--- src/rtl/conv_sequencer.sv ---
// Job controller for the 3x3 convolution filter: holds the weight banks, presents the
// selected kernel, streams one image from single-port memory and reports done/timeout.
module conv_sequencer #(
    parameter int  IMG_W     = 28,
    parameter int  IMG_H     = 28,
    parameter int  ADDR_W    = 10,
    parameter int  N_KERNELS = 4,
    parameter int  TIMEOUT   = 1024,
    localparam int SEL_W     = $clog2(N_KERNELS)
) (
    input  logic               clk_i,
    input  logic               rst_ni,
    input  logic               start_i,
    input  logic [SEL_W-1:0]   kernel_sel_i,
    input  logic [ADDR_W-1:0]  base_addr_i,
    input  logic               wgt_we_i,
    input  logic [SEL_W-1:0]   wgt_bank_i,
    input  logic [3:0]         wgt_tap_i,
    input  logic [15:0]        wgt_data_i,
    output logic [143:0]       k_val_o,
    output logic               mem_re_o,
    output logic [ADDR_W-1:0]  mem_addr_o,
    input  logic [7:0]         mem_data_i,
    input  logic               pause_i,
    output logic [7:0]         pixel_o,
    output logic               pix_valid_o,
    input  logic               kernel_constructed_i,
    input  logic               conv_finished_i,
    output logic               busy_o,
    output logic               done_o,
    output logic               err_o
);
    localparam int NPIX  = IMG_W * IMG_H;
    localparam int CNT_W = $clog2(NPIX + 1);
    localparam int TMO_W = $clog2(TIMEOUT + 1);
    localparam int NTAPS = 9;

    typedef enum logic [2:0] {
        IDLE, LOAD_K, STREAM, DRAIN, WAIT_FIN, DONE
    } state_e;

    state_e                              state_q;
    logic [SEL_W-1:0]                    sel_q;
    logic [ADDR_W-1:0]                   base_q;
    logic [CNT_W-1:0]                    cnt_q;
    logic [TMO_W-1:0]                    tmo_q;
    logic                                busy_q;
    logic                                done_q;
    logic [1:0]                          vld_pipe_q;
    logic [7:0]                          pixel_q;
    logic [N_KERNELS-1:0][16*NTAPS-1:0]  bank_q;

    logic             rd_en;
    logic             last_rd;
    logic             tmo_hit;
    logic             wgt_ok;
    logic [TMO_W-1:0] tmo_inc;

    assign rd_en   = (state_q == STREAM) && !pause_i;
    assign last_rd = rd_en && (cnt_q == CNT_W'(NPIX - 1));
    assign tmo_inc = (tmo_q == TMO_W'(TIMEOUT)) ? tmo_q : tmo_q + 1'b1;

    // Timeout fires in the last waiting cycle, so err_o lands while busy_o is still high.
    assign tmo_hit = (tmo_q >= TMO_W'(TIMEOUT - 1)) &&
                     (((state_q == LOAD_K)   && !kernel_constructed_i) ||
                      ((state_q == WAIT_FIN) && !conv_finished_i));

    // The active bank is frozen for the whole job; writes to any other bank still land.
    assign wgt_ok = wgt_we_i && (wgt_tap_i < 4'd9) && !(busy_q && (wgt_bank_i == sel_q));

    always_ff @(posedge clk_i or negedge rst_ni) begin
        if (!rst_ni) begin
            bank_q <= '0;
        end else if (wgt_ok) begin
            bank_q[wgt_bank_i][16*wgt_tap_i +: 16] <= wgt_data_i;
        end
    end

    always_ff @(posedge clk_i or negedge rst_ni) begin
        if (!rst_ni) begin
            state_q <= IDLE;
            sel_q   <= '0;
            base_q  <= '0;
            cnt_q   <= '0;
            tmo_q   <= '0;
            busy_q  <= 1'b0;
            done_q  <= 1'b0;
        end else begin
            done_q <= 1'b0;
            case (state_q)
                IDLE: begin
                    if (start_i) begin
                        sel_q   <= kernel_sel_i;
                        base_q  <= base_addr_i;
                        cnt_q   <= '0;
                        tmo_q   <= '0;
                        busy_q  <= 1'b1;
                        state_q <= LOAD_K;
                    end
                end
                LOAD_K: begin
                    if (kernel_constructed_i) begin
                        state_q <= STREAM;
                    end else if (tmo_hit) begin
                        busy_q  <= 1'b0;
                        state_q <= IDLE;
                    end else begin
                        tmo_q <= tmo_inc;
                    end
                end
                STREAM: begin
                    if (rd_en) begin
                        cnt_q <= cnt_q + 1'b1;
                        if (last_rd) state_q <= DRAIN;
                    end
                end
                DRAIN: begin
                    // Once no read is in flight, the final pixel is on the output this cycle.
                    if (!vld_pipe_q[0]) begin
                        tmo_q   <= '0;
                        state_q <= WAIT_FIN;
                    end
                end
                WAIT_FIN: begin
                    if (conv_finished_i) begin
                        done_q  <= 1'b1;
                        state_q <= DONE;
                    end else if (tmo_hit) begin
                        busy_q  <= 1'b0;
                        state_q <= IDLE;
                    end else begin
                        tmo_q <= tmo_inc;
                    end
                end
                DONE: begin
                    busy_q  <= 1'b0;
                    state_q <= IDLE;
                end
                default: begin
                    busy_q  <= 1'b0;
                    state_q <= IDLE;
                end
            endcase
        end
    end

    // vld_pipe_q[0]: read data arrives this cycle; vld_pipe_q[1]: pixel presented.
    always_ff @(posedge clk_i or negedge rst_ni) begin
        if (!rst_ni) begin
            vld_pipe_q <= '0;
            pixel_q    <= '0;
        end else begin
            vld_pipe_q <= {vld_pipe_q[0], rd_en};
            if (vld_pipe_q[0]) pixel_q <= mem_data_i;
        end
    end

    assign k_val_o     = bank_q[sel_q];
    assign mem_re_o    = rd_en;
    assign mem_addr_o  = base_q + ADDR_W'(cnt_q);
    assign pixel_o     = pixel_q;
    assign pix_valid_o = vld_pipe_q[1];
    assign busy_o      = busy_q;
    assign done_o      = done_q;
    assign err_o       = tmo_hit;

endmodule

--- config.mk ---
export PLATFORM = sky130hd
export DESIGN_NAME = conv_sequencer
export DESIGN_NICKNAME = d
export VERILOG_FILES = /design/src/rtl/conv_sequencer.sv
export SDC_FILE = /design/constraint.sdc
export NUM_CORES = 1
export LEC_CHECK = 0
export ABC_AREA = 1
export CAP_MARGIN = 15
export CORE_AREA = 2 2 230 345
export CTS_BUF_LIST = sky130_fd_sc_hd__clkbuf_8
export CTS_CLUSTER_SIZE = 24
export DETAILED_ROUTE_END_ITERATION = 8
export DIE_AREA = 0 0 232 347
export HOLD_SLACK_MARGIN = 0.12
export PLACE_DENSITY_LB_ADDON = 0.1
export SYNTH_ARGS = -nofsm -noshare
export SYNTH_HDL_FRONTEND = slang
export SYNTH_SLANG_ARGS = --single-unit
--- constraint.sdc ---
create_clock -name clk_i -period 2.8 [get_ports clk_i]
set_clock_uncertainty 0.1 [all_clocks]
set_input_delay 0.42 -clock clk_i [delete_from_list [all_inputs] [get_ports clk_i]]
set_output_delay 0.42 -clock clk_i [all_outputs]
set_load 0.01 [all_outputs]
==> results.toml, run 1 <==
[outcome]
status = "complete, but fails checks"
violations = "negative setup slack"

[yosys]
syn-num-nets = 4081
synth_ff_type = "dfrtp_1"
synth_area_leader_cell = "dfrtp_1"
synth_edf_count = 0
yosys.area.top_type_share_pct = 50.9
synth_warnings = 0
synth_area_mm2 = 0.0307
yosys_register_bits = 624
synthTopCellsByCount = "nand2_1 (1319), dfrtp_1 (624), o21ai_0 (467)"
yosysSeqAreaShare_pct = 50.9
syn_avg_cell_area_um2 = 7.63
syn-instance-count = 4016
synth.distinct_cells = 37
ys_top_cells_by_area = "dfrtp_1 (51%), nand2_1 (16%), o21ai_0 (7.6%)"
synth.most_common_cell = "nand2_1"
async_reset_ff_share_pct = 100

[die]
die_x_um = 232
rows = 125
die_area_mm2 = 0.0805
num_io_pins = 216
die_y_um = 347
fp.coreArea_mm2 = 0.0774
initial_core_util_pct = 39.6

[setup_path]
worstSetupStartpoint = "sel_q[0]$_DFFE_PN0P_"
cp.required_ns = 2.28
rr_endpoint = "bank_q[212]$_DFFE_PN0P_"
cp_max_fo = 8
r2r_start = "sel_q[1]$_DFFE_PN0P_"
rrSetupSlack_ns = 0.02
crit_type = "reg -> out"
arrival_ns = 2.47
worstSetupEndpointType = "output port"
start_kind = "flip-flop"
rr_worst_depth = 9

[pwr]
p_comb_share_pct = 55.2
internal_power_mw = 25.1
power_density_mw_per_mm2 = 931
peakVddDrop_mv = 0.521
clkPwrFrac_pct = 20.8
p_sw_mw = 16.6
seq_power_share_pct = 24.0
leakagePower_nw = 22.9
swShare_pct = 39.9

[timing]
setup_viol = 130
slew_headroom_pct = 43.2
finalCritPeriodShare_pct = 107
tightestPinTransition_ns = 0.852
finalWorstSetupSlack_ns = -0.191
rsz0062_at_grt = "yes"
fmax_ghz = 0.334
setup-tns-final_ns = -10.76
slew_viol_final = 0
fin_crit_ns = 2.99
hold_viol = 0

[cts]
cts_tree = "yes"
path_clk_slew_ns = 0.06
clock_latency_ns = 0.73
numCtsBuffers = 102
clockBufferDepth = 3
root_buffer = "clkbuf_8"
h-tree-depth = 3
cts_sinks = 624

[cells_and_area]
multiInputGateArea_mm2 = 0.0162
drive_above_1_share_pct = 29.1
fin_nets = 4641
final_core_util_pct = 57.9
area_growth_pct = 46.1
num-fill-cells = 7048
regArea_mm2 = 0.0156

[min_path]
hold_depth = 3
hp-start = "kernel_sel_i[0]"
min_to = "sel_q[0]$_DFFE_PN0P_"
hold_path_class = "in -> reg"

[placement]
gp_congestion = 0.903
port_buffers = 215
pre_cts_ws_ns = -0.170
hpwl_um = 72600

[route]
via_count = 31527
antenna_left = 0
drc = 0
drt_pass1_iterations = 7
wire_per_inst_um = 22.9
drtIter0Drc = 2563
drt-vias-per-instance = 5.55
wirelength_um = 130000

[global_routing]
grt_overflow = 0
antenna_found_initial = 11
grt_use_total_pct = 31.0
grt_max_degree = 74
grt_pass1_vias = 30777
grt_pass1_wl_um = 190000

[run]
drv_cap = 0
stage by stage:
step | cell area, µm² | std cells | hold WS, ns | power [mW]
6_report | 44800 | 5678 | 0.168 | 41.7
5_1_grt | 44800 | 5672 | 0.162 | 43.3
4_1_cts | 41900 | 5623 | 0.125 | 37.4
3_5_place_dp | 36500 | 5291 | 0.279 | 23.1
3_3_place_gp | 36500 | 5291 | 0.277 | 23.2
2_1_floorplan | 30700 | 4016 | 0.0244 | 16.0
worst max-delay path, cell delays in order, from the launching register on:
cell and delay [ns]:
dfrtp_4 0.60, inv_12 0.15, buf_12 0.11, buf_16 0.16, buf_12 0.14, buf_16 0.14, buf_6 0.10, nor2_2 0.03
o22ai_1 0.14, buf_2 0.15
power by group through the flow:
stage	Clock, mW	Sequential, mW	Combinational (mW)
floorplan	0	9.95	6.10
global placement	0	10.0	13.1
detailed placement	0	10.1	13.1
CTS	8.76	9.95	18.6
global route	9.17	10.1	24.0
finish	8.66	10.0	23.0
cells by family (layout without fill, tap and decap cells):
logic type | after synthesis | after routing | synth area share (%)
muxes | 8 | 8 | 0.294
xor gates and xnor gates | 11 | 11 | 0.314
AOI/OAI and AO/OA | 665 | 665 | 11.8
and+or+nand+nor | 2248 | 2248 | 30.3
other | 0 | 7 | 0
buffers and inverters | 444 | 1083 | 5.67
adders and majority gates | 16 | 16 | 0.678
DFF | 624 | 624 | 50.9
registers in the layout (all words and copies together) (netlist names):
register and count:
bank_q 576, tmo_q 11, base_q 10, cnt_q 10, pixel_o 8, state_q 3, sel_q 2, vld_pipe_q 2
busy_o 1, done_o 1
worst max-delay path by stage:
stage,slack [ns],end
finish,-0.19,k_val_o[50]
global route,-0.37,mem_addr_o[6]
detailed placement,-0.17,bank_q[222]$_DFFE_PN0P_
floorplan,0.07,bank_q[200]$_DFFE_PN0P_
CTS,-0.24,mem_addr_o[6]
global placement,-0.10,bank_q[509]$_DFFE_PN0P_
area by class of cell:
cell class	count	area share, %
Multi-Input combinational cell	2948	36.2
Sequential cell	624	34.9
Timing Repair Buffer	737	19.8
Clock buffer	137	4.21
Tap cell	1016	2.84
Inverter	163	1.43
Clock inverter	46	0.634
Antenna cell	7	0.0391
per-layer routing:
metal  up-vias  wire length (µm)  GRT usage (%)
met2      1231             63700           51.4
met3       341              9120           6.10
met5         -                18              0
met1     15536             50900           38.8
li1      14415                 -              -
met4         4              6440           14.5
placed cells by master, fill, tap and decap left out, drive strengths merged, types with 15 or more instances in the layout:
master	netlist	routed
clkinv	2	15
nand2	1321	1321
o21ai	467	467
buf	78	646
ha	15	15
o21bai	34	34
nor3	52	52
clkbuf	203	157
dfrtp	624	624
nor2	359	359
nand3	470	470
clkdlybuf4s50	0	59
inv	161	188
o22ai	144	144
nor4	17	17
nand4	25	25
timing repair:
item,CTS,global route
endpoints found under the hold margin,481,0
setup endpoints to repair,155,256
pin swaps,121,160
hold buffers,8,0
setup buffers,88,60
cloned,57,20
gates resized for setup,1044,747
Note: power is estimated with default switching activity, not from simulation.
==> run 2, diff against run 1 <==
==> constraint.sdc (replaced) <==
create_clock -name clk_i -period 2.8 [get_ports clk_i]
set_clock_uncertainty 0.1 [all_clocks]
set_input_delay 0.56 -clock clk_i [delete_from_list [all_inputs] [get_ports clk_i]]
set_output_delay 0.56 -clock clk_i [all_outputs]
set_load 0.01 [all_outputs]
==> results.toml, run 2 (synthesized netlist as in run 1, its figures left out) <==
[outcome]
status = "complete, but fails checks"
violations = "negative setup slack"

[cts]
cts_tree = "yes"
cts_sinks = 624
clock_latency_ns = 0.75
clockBufferDepth = 3
path_clk_slew_ns = 0.06
numCtsBuffers = 101
root_buffer = "clkbuf_8"
h-tree-depth = 3

[setup_path]
cp.required_ns = 2.14
path_buf_inv = 6
crit_type = "reg -> out"
crit_chain = "buf_6 > buf_12 > buf_6 > buf_6 > buf_4 > o21ai_4 > o22ai_4 > buf_2"
cp_slowest_cell = "dfrtp_4"
cpMostUsedCell = "buf_6"
slowest_delay_ns = 0.62
cp_top_family = "buffers and inverters"
arrival_ns = 2.49
cp_max_fo = 7
start_kind = "flip-flop"
worstSetupEndpointType = "output port"

[die]
die_area_mm2 = 0.0805
fp.coreArea_mm2 = 0.0774
die_x_um = 232
die_y_um = 347
num_io_pins = 216
initial_core_util_pct = 39.6
rows = 125

[timing]
finalCritPeriodShare_pct = 112
slew_viol_final = 0
finalWorstSetupSlack_ns = -0.345
rsz0062_at_grt = "yes"
tightestPinTransition_ns = 0.557
setup_viol = 151
fmax_ghz = 0.318
slew_headroom_pct = 62.7
fin_crit_ns = 3.15
hold_viol = 0
hold-worst-slack_ns = 0.249

[route]
drc = 0
wire_per_inst_um = 22.4
via_count = 31589
drtIter0Drc = 2492
drt-vias-per-instance = 5.50
antenna_left = 0
wirelength_um = 129000
drt_pass1_iterations = 6

[cells_and_area]
layout_commonest_cell = "nand2_1"
largest_reg_flops = 576
top_regs = "bank_q x576, tmo_q x11"
mostFrequentLayoutCells = "nand2_1 (1314), dfrtp_1 (617), nand3_1 (457)"
regMostFlops = "bank_q"
num-fill-cells = 6939
fin_nets = 4714
drive_above_1_share_pct = 29.9
area_growth_pct = 48.5
postLayoutCellArea_mm2 = 0.0455

[placement]
gp_congestion = 0.865
port_buffers = 215
placed_cell_area_mm2 = 0.0371
hpwl_um = 73000

[run]
drv_cap = 0

[pwr]
leakagePower_nw = 23.3
peakVddDrop_mv = 0.468
power_density_mw_per_mm2 = 917

[global_routing]
antenna_found_initial = 13
grt_use_total_pct = 29.8
grt_pass1_vias = 30525
grt_pass1_wl_um = 185000
grt_overflow = 0
grt_max_degree = 74

[min_path]
hold_path_class = "in -> async"
==> run 2: cell types whose count changed in the layout (fill, tap and decap cells not counted), sizes merged, moves of 2 or more <==
cell         before  now
buf             646  707
clkinvlp          3    5
dlygate4sd3       7    1
clkbuf          157  170
bufbuf            3    1
clkinv           15    9
inv             188  193
==> run 2: worst paths after layout <==
| check | slack (ns) | from | cells after the start | to |
|---|---|---|---|---|
| max | -0.35 | sel_q[0]$_DFFE_PN0P_ | 8 | k_val_o[100] |
| min | 0.25 | rst_ni | 2 | bank_q[106]$_DFFE_PN0P_ |
| max reg2reg | 0.01 | sel_q[0]$_DFFE_PN0P_ | 14 | bank_q[204]$_DFFE_PN0P_ |
| min reg2reg | 0.37 | bank_q[171]$_DFFE_PN0P_ | 2 | bank_q[171]$_DFFE_PN0P_ |
| max in group asynchronous | 1.41 | rst_ni | 4 | bank_q[488]$_DFFE_PN0P_ |
| min in group clk_i | 0.27 | base_addr_i[5] | 3 | base_q[5]$_DFFE_PN0P_ |
==> run 2: power by group <==
group          leakage, nW  internal [mW]  total (mW)  switching, mW
combinational         13.6           11.4        23.5           12.2
clock                 1.15           4.28        8.17           3.89
sequential            8.50           9.54        10.0          0.491
==> run 2: per-stage QoR <==
step                      setup TNS, ns  setup WS [ns]  std cells  util [%]  power, mW
after floorplan                       0         0.0211       4016         -       16.0
after CTS                        -43.43         -0.392       5619      53.4       35.4
after global routing             -38.78         -0.444       5738      58.8       43.4
final                            -32.20         -0.345       5743      58.8       41.7
after detailed placement         -41.08         -0.180       5350      47.9       23.4
after global placement           -32.83         -0.139       5350      47.9       23.5
==> run 2: what timing repair did <==
action,in CTS,in global routing
setup buffers,62,107
gates resized for setup,822,922
pin swaps,84,236
endpoints found under the hold margin,251,0
cloned,38,44
setup endpoints to repair,155,587
hold buffers,1,0
==> run 2: worst reg2reg max path, stage by stage (launching register included) <==
cell and delay [ns]:
dfrtp_4 0.61, inv_12 0.17, clkbuf_16 0.20, buf_12 0.12, clkbuf_16 0.16, buf_4 0.12, nand2_1 0.07, nand4_4 0.16
nand3_2 0.18, inv_2 0.12, buf_12 0.18, nand2_1 0.15, buf_4 0.19, nand2_1 0.07, nand2_1 0.05
==> run 2: final cells by class <==
class | instances | area, µm² | area share, %
antenna | 7 | 17.5 | 0.0385
clock buffer | 129 | 1780 | 3.90
clock inverter | 45 | 249 | 0.547
inverter | 163 | 639 | 1.40
multi-input combinational | 2948 | 16300 | 35.8
sequential | 624 | 15600 | 34.3
tap | 1016 | 1270 | 2.79
timing repair buffer | 810 | 9640 | 21.2
timing repair inverter | 1 | 11.3 | 0.0247
==> run 2: layer usage <==
metal  routed length [µm]  GRT usage [%]  vias to the layer above
met5                   80              0                        -
met4                 6990           13.3                       12
met3                 8370           4.48                      357
met2                62300           49.5                     1204
met1                51000           38.4                    15445
li1                     -              -                    14571
